<file path="src/rtl/pmem_loader.sv">
// pmem_loader: boot-time program loader. Parses a framed byte stream
// (A5, ADDR_H, ADDR_L, CNT_H, CNT_L, CNT x {B0,B1,B2}, CHK), writes
// 18-bit words into program memory, verifies the frame checksum and
// holds the CPU off pmem while a frame is in progress.
module pmem_loader #(
  parameter int unsigned ADDR_WIDTH     = 16,
  parameter int unsigned PMEM_WORDS     = 16384,
  parameter int unsigned TIMEOUT_CYCLES = 1000000
) (
  input  logic                  rst,
  input  logic                  clk,
  input  logic [7:0]            rx_data,
  input  logic                  rx_valid,
  output logic                  rx_ready,
  output logic [ADDR_WIDTH-1:0] pm_addr,
  output logic [17:0]           pm_data,
  output logic                  pm_wenh,
  output logic                  pm_wenl,
  output logic                  busy,
  output logic                  done,
  output logic [1:0]            err_code,
  output logic [15:0]           word_count
);

  localparam int unsigned TW = (TIMEOUT_CYCLES > 1) ? $clog2(TIMEOUT_CYCLES + 1) : 1;
  localparam logic [7:0]  MAGIC = 8'hA5;

  typedef enum logic [2:0] {
    S_IDLE, S_HDR, S_W0, S_W1, S_W2, S_WRITE, S_CHK
  } state_t;

  state_t          r_state;
  state_t          w_next;
  logic [1:0]      r_hcnt;
  logic [23:0]     r_hdr;
  logic [15:0]     r_cnt;
  logic [7:0]      r_sum;
  logic [TW-1:0]   r_timer;

  logic            w_accept;
  logic            w_timeout;
  logic            w_last;
  logic            w_range_bad;
  logic [15:0]     w_hdr_addr;
  logic [15:0]     w_cnt;
  logic [16:0]     w_end;
  logic [7:0]      w_sum_next;

  // Handshake and status outputs depend on state only
  assign rx_ready = (r_state != S_WRITE);
  assign busy     = (r_state != S_IDLE);
  assign pm_wenh  = (r_state == S_WRITE);
  assign pm_wenl  = (r_state == S_WRITE);

  assign w_accept    = rx_valid & rx_ready;
  assign w_hdr_addr  = r_hdr[23:8];
  assign w_cnt       = {r_hdr[7:0], rx_data};
  assign w_end       = {1'b0, w_hdr_addr} + {1'b0, w_cnt};
  assign w_range_bad = (w_end > 17'(PMEM_WORDS));
  assign w_last      = ((word_count + 16'd1) == r_cnt);
  assign w_sum_next  = r_sum + rx_data;
  assign w_timeout   = (r_state != S_IDLE) && (r_state != S_WRITE) && !w_accept &&
                       (r_timer == TW'(TIMEOUT_CYCLES - 1));

  // State register
  always_ff @(posedge clk or posedge rst) begin
    if (rst) r_state <= S_IDLE;
    else     r_state <= w_next;
  end

  // Next-state logic
  always_comb begin
    w_next = r_state;
    case (r_state)
      S_IDLE:  if (w_accept && rx_data == MAGIC) w_next = S_HDR;
      S_HDR: begin
        if (w_accept && r_hcnt == 2'd3) begin
          if (w_range_bad)       w_next = S_IDLE;
          else if (w_cnt == '0)  w_next = S_CHK;
          else                   w_next = S_W0;
        end
      end
      S_W0:    if (w_accept) w_next = S_W1;
      S_W1:    if (w_accept) w_next = S_W2;
      S_W2:    if (w_accept) w_next = S_WRITE;
      S_WRITE: w_next = w_last ? S_CHK : S_W0;
      S_CHK:   if (w_accept) w_next = S_IDLE;
      default: w_next = S_IDLE;
    endcase
    if (w_timeout) w_next = S_IDLE;
  end

  // Datapath: header capture, word assembly, checksum, timer, status
  always_ff @(posedge clk or posedge rst) begin
    if (rst) begin
      r_hcnt     <= '0;
      r_hdr      <= '0;
      r_cnt      <= '0;
      r_sum      <= '0;
      r_timer    <= '0;
      pm_addr    <= '0;
      pm_data    <= '0;
      done       <= 1'b0;
      err_code   <= '0;
      word_count <= '0;
    end else begin
      done <= 1'b0;

      if (r_state == S_IDLE || r_state == S_WRITE || w_accept || w_timeout)
        r_timer <= '0;
      else
        r_timer <= r_timer + TW'(1);

      if (w_timeout) err_code <= 2'd2;

      case (r_state)
        S_IDLE: begin
          if (w_accept && rx_data == MAGIC) begin
            err_code   <= '0;
            r_sum      <= '0;
            word_count <= '0;
            r_hcnt     <= '0;
          end
        end
        S_HDR: begin
          if (w_accept) begin
            r_sum  <= w_sum_next;
            r_hcnt <= r_hcnt + 2'd1;
            r_hdr  <= {r_hdr[15:0], rx_data};
            if (r_hcnt == 2'd3) begin
              r_cnt <= w_cnt;
              if (w_range_bad) err_code <= 2'd3;
              else             pm_addr  <= ADDR_WIDTH'(w_hdr_addr);
            end
          end
        end
        S_W0: begin
          if (w_accept) begin
            r_sum          <= w_sum_next;
            pm_data[17:16] <= rx_data[1:0];
          end
        end
        S_W1: begin
          if (w_accept) begin
            r_sum         <= w_sum_next;
            pm_data[15:8] <= rx_data;
          end
        end
        S_W2: begin
          if (w_accept) begin
            r_sum        <= w_sum_next;
            pm_data[7:0] <= rx_data;
          end
        end
        S_WRITE: begin
          pm_addr    <= pm_addr + ADDR_WIDTH'(1);
          word_count <= word_count + 16'd1;
        end
        S_CHK: begin
          if (w_accept) begin
            r_sum <= w_sum_next;
            if (w_sum_next == '0) done     <= 1'b1;
            else                  err_code <= 2'd1;
          end
        end
        default: ;
      endcase
    end
  end

endmodule

</file>
<file path="config.mk">
export PLATFORM = sky130hd
export DESIGN_NAME = pmem_loader
export DESIGN_NICKNAME = d
export VERILOG_FILES = /design/src/rtl/pmem_loader.sv
export SDC_FILE = /design/constraint.sdc
export NUM_CORES = 1
export LEC_CHECK = 0
export ABC_AREA = 1
export CORE_AREA = 2 2 116 118
export DETAILED_ROUTE_END_ITERATION = 10
export DIE_AREA = 0 0 118 120
export PLACE_DENSITY = 0.82
export SLEW_MARGIN = 20
export SYNTH_ARGS = -nofsm -noshare
export SYNTH_HDL_FRONTEND = slang
export SYNTH_SLANG_ARGS = --single-unit
</file>
<file path="constraint.sdc">
create_clock -name clk -period 10.16 [get_ports clk]
set_input_delay 2.032 -clock clk [delete_from_list [all_inputs] [get_ports clk]]
set_output_delay 2.032 -clock clk [all_outputs]
set_load 0.01 [all_outputs]
</file>
; ---- Yosys cells after proc, flatten, opt, wreduce, memory -nomap -nowiden
; Cells that the tools add are included.
[word_totals]
output_inout_bits = 57
mem_bits_rw = 0
register_bits = 126
mem_count = 0
wordCells = 106
input_bits = 11
romBits = 0
latchBits = 0
[classes]
muxes = 35
eq_ne = 22
n_shift = 0
reduce_logical = 28
n_mul = 0
n_div = 0
add_sub_neg = 6
n_lt_le_gt_ge = 1
bitwise_logic = 1
[ops]
columns = operator, count
row1 = 16-bit two-way mux, 4
row2 = 16-bit one-hot mux with 2 select lines, 2
row3 = 16-bit by 1-bit adder with 16-bit output (second input constant), 2
row4 = 3-bit two-way mux, 10
row5 = 3-bit != test (second input constant), 7
row6 = 3-bit one-hot mux with 7 select lines, 1
row7 = 20-bit by 1-bit adder with 20-bit output (second input constant), 1
row8 = 20-bit equality test (second input constant), 1
row9 = 20-bit two-way mux, 1
row10 = 2-bit two-way mux, 9
row11 = 16-bit by 16-bit adder with 17-bit output, 1
row12 = 17-bit by 15-bit greater-than comparator with 1-bit output (second input constant), 1
row13 = 16-bit equality test, 1
row14 = 16-bit logical NOT, 1
row15 = 8-bit two-way mux, 2
row16 = 8-bit one-hot mux with 2 select lines, 1
row17 = 2-bit AND reduction, 5
row18 = 3-bit equality test (second input constant), 3
row19 = 3-bit AND reduction, 3
row20 = 8-bit adder, 1
row21 = 8-bit equality test (second input constant), 1
row22 = 8-bit logical NOT, 1
row23 = 2-bit != test (second input constant), 4
row24 = 2-bit nonzero test, 4
row25 = other kinds (17), 26

; ---- Longest topological paths before layout
[depth]
word_depth = 10
mapped_depth = 20
mapped_depth_nobuf = 19

; ---- Least setup slack after synthesis
; No wires, ideal clock.
[synth_timing]
kind = input port to flip-flop
start = in rx_data[0]
end = reg pm_addr[2]
slack_ns = 6.076
path_buffers = 1
cell_stages = 18
t_required_ns = 10.041
arrival_ns = 3.966
setup_ns = 0.119
cell_sequence = ha_1 -> fa_1 -> or2_2 -> a21oi_1 -> nand2_1 -> inv_1 -> nand2_1 -> nor2_1 -> nand3_1 -> nor2_1 -> nand2_1 -> nand2_2 -> nand3_4 -> nand2_4 -> buf_8 -> inv_4 -> nand2_1 -> nand2_1
[synth_between]
elab_chain_len = 4
[synth_lines]
columns = item, line
row1 = "start, declared", 12  ; input logic [7:0] rx_data,
row2 = 16-bit by 16-bit adder with 17-bit output, 58  ; assign w_end = {1'b0, w_hdr_addr} + {1'b0, w_cnt};
row3 = 17-bit by 15-bit greater-than comparator with 1-bit output, 59  ; assign w_range_bad = (w_end > 17'(PMEM_WORDS));
row4 = 2-bit != test (no line), n/a
row5 = 4-bit AND reduction (no line), n/a
row6 = "end signal, assigned", 133  ; else pm_addr <= ADDR_WIDTH'(w_hdr_addr);
row7 = "end signal, assigned", 156  ; pm_addr <= pm_addr + ADDR_WIDTH'(1);
row8 = "end, declared", 15  ; output logic [ADDR_WIDTH-1:0] pm_addr,
; No other way between the ends.
; A chain may end at the register's enable or synchronous reset.

; ---- Worst setup path in the final report
[layout_timing]
start = reg r_state[2]
end = out rx_ready
[layout_between]
elab_chain_len = 1
[layout_lines]
columns = item, line
row1 = "start, declared", 32  ; state_t r_state;
row2 = "start signal, assigned", 68  ; else r_state <= w_next;
row3 = 3-bit != test, 50  ; assign rx_ready = (r_state != S_WRITE);
row4 = "end, declared", 14  ; output logic rx_ready,
; No other way between the ends.

==> flow_metrics.py <==
metrics = {
    "timing": {
        "fin_crit_sh": 0.462,
        "worst_slew_pin_slew_ns": 0.947,
        "rsz0062_at_grt": "false",
        "final_max_slew_viol_count": 0,
        "period_minus_slack_ns": 4.69,
        "hold_viol": 0,
        "slew_headroom": 0.369,
        "setup_viol": 0,
        "fmax_mhz": 213,
        "timing.clock.skew_ns": 0.00692,
        "tns_ns": 0,
    },
    "placed_design": {
        "dp_hpwl_mm": 14.0,
        "postPlaceCellArea_um2": 8480,
        "portBuffers": 67,
        "routabilityCongestion": 0.972,
    },
    "layout": {
        "syn2layout_area_growth_pct": 18.3,
        "antenna_cells": 0,
        "final_nets": 1170,
        "layout-drive-gt1-share": 0.0446,
        "final_area_um2": 9060,
    },
    "power_and_ir_drop": {
        "vdd_ir_drop_max_mv": 0.157,
        "cellPowerDensity_nw_per_um2": 309,
        "p_leak_nw": 4.41,
    },
    "critical_path": {
        "cp_data_arrival_time_ns": 2.66,
        "reg2reg_slack_ns": 7.44,
        "path_class": "reg2out",
        "crit_fanout": 29,
        "worst_setup_path_start_kind": "flop",
        "cp.required_ns": 8.13,
        "critPathCaptureType": "primary output",
    },
    "cts": {
        "path_clk_slew_ns": 0.06,
        "cts_root_buffer": "clkbuf_16",
        "cts_tree": "built",
        "clock-sinks": 126,
        "cts_max_level": 4,
        "clockBufferDepth": 2,
        "cts_resized": 0,
        "cts_buffers": 17,
        "clk_latency_ns": 0.42,
        "post_cts_buffers": 0,
        "holdBufCountCts": 0,
    },
    "yosys": {
        "syn_area_um2": 7660,
        "ys_seq_area_frac": 0.412,
        "synth_fa_ha_area_frac": 0.0493,
        "synth_xor_xnor_area_share": 0.0191,
        "mappedNetlistNets": 1100,
        "synth_compound_area_frac": 0.123,
        "yosys.area_share.simple": 0.309,
        "synth_top_family_by_area": "simple AND/OR/NAND/NOR gates",
        "avgSynthCellArea_um2": 7.23,
        "yosys.cell_types.count": 49,
        "netlist_instances": 1060,
        "synthMuxAreaShare": 0,
        "yosysWarningCount": 0,
        "ys_ff_latch": 126,
    },
    "outcome": {
        "status": "finished, final reports clean",
    },
    "route": {
        "antenna_left": 0,
        "via_per_inst": 5.54,
        "routed_wl_mm": 19.2,
        "drt-wirelength-per-cell_um": 14.6,
        "firstDrtPassIters": 6,
        "drc_errors": 0,
        "drt_iter0_drc": 601,
        "vias": 7304,
    },
    "run": {
        "max_cap_violations": 0,
    },
    "grt": {
        "grt_pass1_wl_mm": 32.8,
        "overflow": 0,
        "grt_pass1_vias": 6920,
        "grt_start_max_net_pins": 77,
        "grt_use_total": 0.287,
        "grt_antenna_before_repair": 0,
    },
    "die": {
        "initial_utilization": 0.590,
        "rows": 42,
        "io_pins": 68,
        "die_y_um": 120,
        "fp.dieW_um": 118,
        "dieArea_um2": 14200,
        "coreArea_um2": 13000,
    },
    "min_path": {
        "hp-class": "reg2reg",
    },
}
layout make-up:
cell class	count	area (µm²)
fillers	1083	3920
multi-input cells	762	3830
flip-flops and latches	126	3150
repair buffers	70	693
inverters	153	579
clock buffers	22	464
well taps	176	220
clock inverters	10	114
synth_stat cells, drive strengths merged:
master / number / area share
a211oi: 2 / 0.0020
a21boi: 1 / 0.00098
a21o: 3 / 0.0029
a21oi: 31 / 0.020
a22o: 1 / 0.0011
a311oi: 1 / 0.0011
a31oi: 2 / 0.0016
a32oi: 1 / 0.0011
and2: 2 / 0.0016
buf: 8 / 0.0070
clkbuf: 11 / 0.0054
dfrtp: 126 / 0.41
fa: 2 / 0.0052
ha: 27 / 0.044
inv: 153 / 0.075
nand2: 309 / 0.15
nand3: 74 / 0.051
nand3b: 6 / 0.0059
nand4: 22 / 0.018
nor2: 88 / 0.047
nor3: 20 / 0.014
nor3b: 4 / 0.0039
nor4: 13 / 0.011
o2111ai: 1 / 0.0011
o211ai: 1 / 0.00098
o21a: 2 / 0.0020
o21ai: 110 / 0.072
o21bai: 2 / 0.0020
o22ai: 16 / 0.013
o31ai: 1 / 0.00098
or2: 5 / 0.0041
xnor2: 6 / 0.0069
xor2: 8 / 0.0091
xor3: 1 / 0.0031
through the flow:
step | total power (W) | hold WS (ns) | utilization | instances | setup slack, ns
final | 0.00280 | 0.467 | 0.698 | 1319 | 5.47
after global routing | 0.00303 | 0.488 | 0.698 | 1319 | 5.35
after CTS | 0.00279 | 0.467 | 0.698 | 1319 | 5.50
after detailed placement | 0.00218 | 0.460 | 0.653 | 1287 | 5.25
after global placement | 0.00216 | 0.450 | 0.653 | 1287 | 5.29
after floorplan | 0.00174 | 0.433 | - | 1060 | 4.77
state kept, by name, indices dropped and copies added, names as in the netlist:
signal,count
r_state,3
pm_addr,16
r_hdr,24
word_count,16
err_code,2
r_timer,20
done,1
r_cnt,16
r_sum,8
pm_data,18
r_hcnt,2
power by group:
group | switching [W] | internal (W) | total [W]
registers | 0.000182 | 0.000695 | 0.000877
logic | 0.000793 | 0.000534 | 0.00133
clock network | 0.000223 | 0.000372 | 0.000595
total | 0.00120 | 0.00160 | 0.00280
cell usage in the layout, fill, tap and decap left out, types with 4 or more instances in the layout:
cell type,count
nand2_1,307
inv_1,149
dfrtp_1,126
o21ai_0,106
nor2_1,82
nand3_1,72
clkdlybuf4s50_1,67
a21oi_1,31
ha_1,27
nand4_1,22
nor3_1,18
clkbuf_16,17
o22ai_1,16
nor4_1,13
xor2_1,8
nand3b_1,6
xnor2_1,6
nor3b_1,4
o21ai_1,4
clkinvlp_4,4
cell families after synthesis:
| group | Yosys count |
|---|---|
| and+or+nand+nor | 543 |
| AOI/OAI and AO/OA | 175 |
| buffers and inverters | 172 |
| DFF | 126 |
| adders and majority gates | 29 |
| xor gates and xnor gates | 15 |
routing by layer:
metal,wire [µm],share of wire,vias up,global-route usage
met5,0,0,-,0
met2,9040,0.47,276,0.468
met4,587,0.030,0,0.130
met1,8510,0.44,3362,0.384
li1,-,-,3617,-
met3,1100,0.057,49,0.0404
worst max-delay path, stage by stage (launching register included):
cell             delay [ns]
dfrtp_1                0.46
nand2_1                0.22
nor2_4                 0.65
inv_1                  0.09
buf_4                  0.28
clkdlybuf4s50_1        0.52
worst paths after layout:
path	from	to	cells past startpoint
worst min-delay path	r_timer[0]	r_timer[0]	1
worst max-delay path	r_state[2]	rx_ready	5
max in group asynchronous	rst	r_hdr[6]	3
min in group asynchronous	rst	pm_data[8]	2
worst max register to register	r_state[2]	word_count[0]	6
worst min register to register	r_timer[0]	r_timer[0]	1
No activity file was read; power rests on OpenSTA's default activity.
